## src/rtl/mmu_region_router.sv

```systemverilog
// Base/mask address router: one core request in flight, forwarded to a single target port.
// Mapped response returns 1 cycle after target rvalid; unmapped/timeout return an error; requests held off (gnt=0) while busy.
module mmu_region_router #(
    parameter int unsigned NUM_REGIONS    = 4,
    parameter int unsigned DATA_W         = 32,
    parameter logic [NUM_REGIONS*32-1:0] REGION_BASE =
        {32'h4000_0000, 32'h8000_0100, 32'h8000_0000, 32'h0000_0000},
    parameter logic [NUM_REGIONS*32-1:0] REGION_MASK =
        {32'hF000_0000, 32'hFFFF_FF00, 32'hFFFF_FF00, 32'hFFFF_0000},
    parameter int unsigned TIMEOUT_CYCLES = 255
) (
    input  logic                          clk,
    input  logic                          rst,
    input  logic                          vproc_mem_req_o,
    input  logic [31:0]                   vproc_mem_addr_o,
    input  logic                          vproc_mem_we_o,
    input  logic [DATA_W/8-1:0]           vproc_mem_be_o,
    input  logic [DATA_W-1:0]             vproc_mem_wdata_o,
    output logic                          vproc_mem_gnt_i,
    output logic                          vproc_mem_rvalid_i,
    output logic                          vproc_mem_err_i,
    output logic [DATA_W-1:0]             vproc_mem_rdata_i,
    output logic [NUM_REGIONS-1:0]        tgt_req,
    output logic [31:0]                   tgt_addr,
    output logic                          tgt_we,
    output logic [DATA_W/8-1:0]           tgt_be,
    output logic [DATA_W-1:0]             tgt_wdata,
    input  logic [NUM_REGIONS-1:0]        tgt_rvalid,
    input  logic [NUM_REGIONS*DATA_W-1:0] tgt_rdata
);
    localparam int unsigned BE_W  = DATA_W / 8;
    localparam int unsigned SEL_W = (NUM_REGIONS > 1) ? $clog2(NUM_REGIONS) : 1;
    localparam int unsigned CNT_W = (TIMEOUT_CYCLES > 0) ? $clog2(TIMEOUT_CYCLES + 1) : 1;
    localparam logic [CNT_W-1:0] LIMIT = CNT_W'(TIMEOUT_CYCLES);

    typedef enum logic [1:0] {IDLE, WAIT, ERR} state_t;

    state_t                  state_q, state_d;
    logic [CNT_W-1:0]        cnt_q, cnt_d;
    logic [SEL_W-1:0]        sel_q, sel_d;
    logic [NUM_REGIONS-1:0]  tgt_req_q, tgt_req_d;
    logic [31:0]             tgt_addr_q, tgt_addr_d;
    logic                    tgt_we_q, tgt_we_d;
    logic [BE_W-1:0]         tgt_be_q, tgt_be_d;
    logic [DATA_W-1:0]       tgt_wdata_q, tgt_wdata_d;
    logic                    rvalid_q, rvalid_d;
    logic                    err_q, err_d;
    logic [DATA_W-1:0]       rdata_q, rdata_d;

    logic                    hit;
    logic [SEL_W-1:0]        hit_idx;
    logic [NUM_REGIONS-1:0]  hit_onehot;
    logic [31:0]             hit_mask;
    logic                    sel_rvalid;
    logic [DATA_W-1:0]       sel_rdata;

    assign vproc_mem_gnt_i = vproc_mem_req_o && (state_q == IDLE);

    // Scan high to low so the lowest matching index is the one left standing.
    always_comb begin
        hit        = 1'b0;
        hit_idx    = '0;
        hit_onehot = '0;
        hit_mask   = '0;
        for (int i = int'(NUM_REGIONS) - 1; i >= 0; i--) begin
            if ((vproc_mem_addr_o & REGION_MASK[i*32 +: 32]) == REGION_BASE[i*32 +: 32]) begin
                hit           = 1'b1;
                hit_idx       = SEL_W'(i);
                hit_onehot    = '0;
                hit_onehot[i] = 1'b1;
                hit_mask      = REGION_MASK[i*32 +: 32];
            end
        end
    end

    always_comb begin
        sel_rvalid = 1'b0;
        sel_rdata  = '0;
        for (int i = 0; i < int'(NUM_REGIONS); i++) begin
            if (sel_q == SEL_W'(i)) begin
                sel_rvalid = tgt_rvalid[i];
                sel_rdata  = tgt_rdata[i*DATA_W +: DATA_W];
            end
        end
    end

    always_comb begin
        state_d     = state_q;
        cnt_d       = cnt_q;
        sel_d       = sel_q;
        tgt_req_d   = '0;
        tgt_addr_d  = tgt_addr_q;
        tgt_we_d    = tgt_we_q;
        tgt_be_d    = tgt_be_q;
        tgt_wdata_d = tgt_wdata_q;
        rvalid_d    = 1'b0;
        err_d       = 1'b0;
        rdata_d     = '0;
        case (state_q)
            IDLE: begin
                if (vproc_mem_gnt_i) begin
                    if (hit) begin
                        state_d     = WAIT;
                        cnt_d       = '0;
                        sel_d       = hit_idx;
                        tgt_req_d   = hit_onehot;
                        tgt_addr_d  = vproc_mem_addr_o & ~hit_mask;
                        tgt_we_d    = vproc_mem_we_o;
                        tgt_be_d    = vproc_mem_be_o;
                        tgt_wdata_d = vproc_mem_wdata_o;
                    end else begin
                        state_d  = ERR;
                        rvalid_d = 1'b1;
                        err_d    = 1'b1;
                    end
                end
            end
            WAIT: begin
                if (cnt_q != '1) begin
                    cnt_d = cnt_q + CNT_W'(1);
                end
                // The target cannot answer in the cycle its request pulse is on the wire.
                if (!(|tgt_req_q) && sel_rvalid) begin
                    state_d  = IDLE;
                    rvalid_d = 1'b1;
                    rdata_d  = tgt_we_q ? '0 : sel_rdata;
                end else if ((TIMEOUT_CYCLES != 0) && (cnt_q == LIMIT)) begin
                    state_d  = IDLE;
                    rvalid_d = 1'b1;
                    err_d    = 1'b1;
                end
            end
            ERR: begin
                state_d = IDLE;
            end
            default: begin
                state_d = IDLE;
            end
        endcase
    end

    always_ff @(posedge clk) begin
        if (rst) begin
            state_q     <= IDLE;
            cnt_q       <= '0;
            sel_q       <= '0;
            tgt_req_q   <= '0;
            tgt_addr_q  <= '0;
            tgt_we_q    <= 1'b0;
            tgt_be_q    <= '0;
            tgt_wdata_q <= '0;
            rvalid_q    <= 1'b0;
            err_q       <= 1'b0;
            rdata_q     <= '0;
        end else begin
            state_q     <= state_d;
            cnt_q       <= cnt_d;
            sel_q       <= sel_d;
            tgt_req_q   <= tgt_req_d;
            tgt_addr_q  <= tgt_addr_d;
            tgt_we_q    <= tgt_we_d;
            tgt_be_q    <= tgt_be_d;
            tgt_wdata_q <= tgt_wdata_d;
            rvalid_q    <= rvalid_d;
            err_q       <= err_d;
            rdata_q     <= rdata_d;
        end
    end

    assign vproc_mem_rvalid_i = rvalid_q;
    assign vproc_mem_err_i    = err_q;
    assign vproc_mem_rdata_i  = rdata_q;
    assign tgt_req            = tgt_req_q;
    assign tgt_addr           = tgt_addr_q;
    assign tgt_we             = tgt_we_q;
    assign tgt_be             = tgt_be_q;
    assign tgt_wdata          = tgt_wdata_q;

endmodule

```

## config.mk

```make
export PLATFORM = sky130hd
export DESIGN_NAME = mmu_region_router
export DESIGN_NICKNAME = d
export VERILOG_FILES = /design/src/rtl/mmu_region_router.sv
export SDC_FILE = /design/constraint.sdc
export NUM_CORES = 1
export LEC_CHECK = 0
export ABC_AREA = 1
export BUFFER_PORTS_ARGS = -buffer_cell sky130_fd_sc_hd__buf_2
export CELL_PAD_IN_SITES_DETAIL_PLACEMENT = 0
export CELL_PAD_IN_SITES_GLOBAL_PLACEMENT = 1
export CORE_ASPECT_RATIO = 1.75
export CORE_MARGIN = 1
export CORE_UTILIZATION = 29
export CTS_BUF_LIST = sky130_fd_sc_hd__clkbuf_8
export CTS_CLUSTER_DIAMETER = 30
export DETAILED_ROUTE_END_ITERATION = 8
export PLACE_DENSITY = 0.85
export SYNTH_ARGS = -nofsm -noshare
export SYNTH_HDL_FRONTEND = slang
export SYNTH_SLANG_ARGS = --single-unit
```

## constraint.sdc

```tcl
create_clock -name clk -period 1.5 [get_ports clk]
set_input_delay 0.15 -clock clk [delete_from_list [all_inputs] [get_ports clk]]
set_output_delay 0.15 -clock clk [all_outputs]
set_load 0.005 [all_outputs]
```

==> impl_metrics.env <==
export IMPL_outcome="finished clean"
export IMPL_cp_arrival_ps=1700
export IMPL_grt_first_pass_wirelength_um=29000
export IMPL_routed_wl_um=19600
export IMPL_cellLeakagePower_uw=0.00438
export IMPL_cts_root_buf="sky130_fd_sc_hd__clkbuf_8"
export IMPL_flow_area_growth_from_synthesis_pct=70.4
export IMPL_worst_hold_path_num_cells=4
export IMPL_fmax_mhz=720
export IMPL_gr_usage_met2_pct=39.7
export IMPL_clock_latency_ps=430
export IMPL_yosys_most_used_dff="sky130_fd_sc_hd__dfxtp_1"
export IMPL_rsz0062_at_grt="yes"
export IMPL_grt_antenna_before_repair=2
export IMPL_commonest_non_fill_non_tap_cell_in_the_layout="sky130_fd_sc_hd__buf_2"
export IMPL_start_kind="flop"
export IMPL_total_power_uw=7280
export IMPL_detail_route_drc_violations=0
export IMPL_sequential_to_total_area_share_from_yosys_stat_pct=47.8
export IMPL_critPathCaptureType="flop"
export IMPL_final_sum_of_negative_setup_slack_ps=0
export IMPL_mappedNetlistArea_sq_mm=0.00498
export IMPL_num_vias=6289
export IMPL_timing_critical_path_fanout_max=16
export IMPL_detail_route_iter0_violations=182
export IMPL_clock_tree_htree_level_count=4
export IMPL_yosys_cell_types_count=25
export IMPL_grt_util_all_layers_pct=21.1
export IMPL_vias_per_cell=4.60
export IMPL_count_of_endpoints_failing_hold_in_the_final_timing_report=0
export IMPL_sequential_cell_area_sq_mm=0.00239
export IMPL_crit_path_top_delay_cell="sky130_fd_sc_hd__dfxtp_2"
export IMPL_port_buffers=311
export IMPL_synthTopCellsByArea="sky130_fd_sc_hd__dfxtp_1 48%, sky130_fd_sc_hd__nor2_1 12%, sky130_fd_sc_hd__nand2_1 11%"
export IMPL_core_area_sq_mm=0.0169
export IMPL_final_antenna_net_count=0
export IMPL_final_critical_path_required_period_ps=1390
export IMPL_rr_endpoint="vproc_mem_rdata_i[4]"
export IMPL_worst_reg2reg_startpoint="sel_q[1]"
export IMPL_vdd_drop_max_v=0.000657
export IMPL_r2r_cells=9
export IMPL_globalRouteMet1Util_pct=19.6
export IMPL_design_area_sq_mm=0.00849
export IMPL_synth_edf_count=0
export IMPL_cts_sinks=119
export IMPL_grt_busiest_layer="met2"
export IMPL_maximum_number_of_pins_on_one_net_before_global_route_repair=62
export IMPL_cts_clk_slew_worst_paths_ps=80
export IMPL_power_density_mw_per_mm2=858
export IMPL_globalRouteMet3Util_pct=5.97
export IMPL_timing_critical_path_slowest_cell_delay_ps=370
export IMPL_most_common_layout_cells="311 x sky130_fd_sc_hd__buf_2, 154 x sky130_fd_sc_hd__nor2_1, 137 x sky130_fd_sc_hd__nand2_1"
export IMPL_globalRoute_totalOverflow=0
export IMPL_layout_nets=1330
export IMPL_first_global_vias=6315
export IMPL_dieHeight_um=175
export IMPL_ios=312
export IMPL_fin_worst_skew_ps=18.7
export IMPL_syn_area_per_cell_sq_um=7.16
export IMPL_gpl_final_weighted_congestion=0.872
export IMPL_async_reset_ff_share_pct=0
export IMPL_row_count=63
export IMPL_hold_end="tgt_addr[15]"
export IMPL_timing_worst_slew_pin_value_ps=385
export IMPL_ys_warnings_count=0
export IMPL_relSlewSlack_pct=74.4
export IMPL_cell_breakdown_of_the_critical_path="inv_1, nor2_2, nand2_1, o221ai_1, nand2_1, nand4_1, buf_6, clkbuf_16, nor2_1"
export IMPL_yosys_register_bits=119
export IMPL_worst_setup_path_type="reg2reg"
export IMPL_cts_buffers_inserted=17
export IMPL_timing_hold_worst_start="vproc_mem_addr_o[15]"
export IMPL_finalHoldWorstSlack_ps=30.1
export IMPL_layout_worst_path_cycle_share_pct=92.6
export IMPL_tritoncts="yes"
export IMPL_final_fill_count=1710
export IMPL_timing_reg2reg_setup_slack_ps=110
export IMPL_syn_instance_count=696
export IMPL_data_required_time_of_the_critical_path_ps=1820
export IMPL_synth_largest_area_cell="sky130_fd_sc_hd__dfxtp_1"
export IMPL_die_w_um=101
export IMPL_syn_num_nets=901
export IMPL_path_common_cell="sky130_fd_sc_hd__nand2_1"
export IMPL_post_route_cells_drive_above_1_share_pct=36.4
export IMPL_final_max_slew_viol_count=0
export IMPL_post_synth_top_area_fraction_pct=47.8
export IMPL_detailedRoute_firstPassIterationCount=5
export IMPL_timing_final_setup_violations=0
export IMPL_multi_input_comb_area_sq_mm=0.00233
export IMPL_hold_class="in2reg"
export IMPL_detailed_place_area_sq_mm=0.00697
export IMPL_max_clock_path_buffers=2
export IMPL_dp_hpwl_um=13300
export IMPL_fp_dieArea_sq_mm=0.0177
export IMPL_initial_utilization_pct=29.5
export IMPL_max_cap_violations=0
export IMPL_average_wire_length_per_cell_after_detail_routing_um=14.3
==> registers in the layout, summed over array words and instances (netlist names) <==
name and count:
tgt_addr 32, tgt_wdata 32, vproc_mem_rdata_i 32, cnt_q 8, tgt_be 4, tgt_req 4
sel_q 2, state_q 2, tgt_we 1, vproc_mem_err_i 1, vproc_mem_rvalid_i 1
==> cell families after synthesis <==
family          after synthesis  synth area share [%]
buf+inv                      59                  6.15
flops                       119                  47.8
xor+xnor                      4                 0.703
compound gates              124                  12.5
simple gates                389                  32.5
fa+ha+maj                     1                 0.251
==> worst max path at each step <==
stage	from	end	slack (ps)	cells past startpoint
floorplan	tgt_req[1]	vproc_mem_rdata_i[26]	70	5
CTS	tgt_req[1]	vproc_mem_rdata_i[12]	0.9	5
global placement	tgt_req[1]	vproc_mem_rdata_i[12]	-20	5
finish	sel_q[1]	vproc_mem_rdata_i[4]	110	9
global route	sel_q[0]	vproc_mem_rdata_i[12]	-30	8
detailed placement	tgt_req[1]	vproc_mem_rdata_i[12]	-70	5
==> layer usage <==
metal / vias to the layer above / wire (um)
met4: 0 / 876
met5: - / 0
met2: 277 / 10100
met1: 2842 / 7100
met3: 50 / 1450
li1: 3120 / -
==> cell type report <==
type,instances,share of cell area (%)
clock buffers,20,3.24
diodes,2,0.0590
multi-input cells,518,27.4
flip-flops and latches,119,28.1
well taps,227,3.35
clock inverters,12,1.95
repair buffers,452,35.1
inverters,17,0.752
==> metrics by stage <==
step	cells	util, %	setup slack, ps
floorplan	696	-	70.9
global placement	1230	41.3	-23.8
detailed placement	1230	41.3	-66.3
CTS	1360	49.8	0.887
global route	1367	50.3	-29.0
finish	1367	50.3	112
==> repair_timing <==
action,CTS,global route
hold buffers,98,0
resized for setup,3,10
gates cloned,0,1
setup endpoints to repair,33,41
buffers inserted,0,4
pin swaps,0,5
endpoints found under the hold margin,96,0
==> Yosys cell counts (2+ instances only) <==
library cell               count
sky130_fd_sc_hd__buf_6         7
sky130_fd_sc_hd__o21ai_0     105
sky130_fd_sc_hd__a21oi_1      18
sky130_fd_sc_hd__nand2_2       4
sky130_fd_sc_hd__nand3_1      72
sky130_fd_sc_hd__xnor2_1       2
sky130_fd_sc_hd__clkbuf_1     17
sky130_fd_sc_hd__dfxtp_1     119
sky130_fd_sc_hd__or2_2         3
sky130_fd_sc_hd__xor2_1        2
sky130_fd_sc_hd__nand3_2       3
sky130_fd_sc_hd__inv_1        14
sky130_fd_sc_hd__nand4_1       2
sky130_fd_sc_hd__nor2_1      156
sky130_fd_sc_hd__buf_2        17
sky130_fd_sc_hd__nor2_2        3
sky130_fd_sc_hd__nor3_1        3
sky130_fd_sc_hd__inv_2         2
sky130_fd_sc_hd__nor2_4        2
sky130_fd_sc_hd__nand2_1     140
==> worst max-delay path: cells and delay by family, from the launching register on <==
| family | cells | cell delay [ps] |
|---|---|---|
| simple gates | 5 | 450 |
| buf+inv | 3 | 380 |
| compound gates | 1 | 70 |
| flops | 1 | 370 |
==> where the power goes <==
group	internal (uW)	switching [uW]	total (uW)
Clock	1810	1430	3240
Sequential	3200	19.3	3220
Combinational	491	337	827
Total	5490	1790	7280
Note: power is estimated with default switching activity, not from simulation.
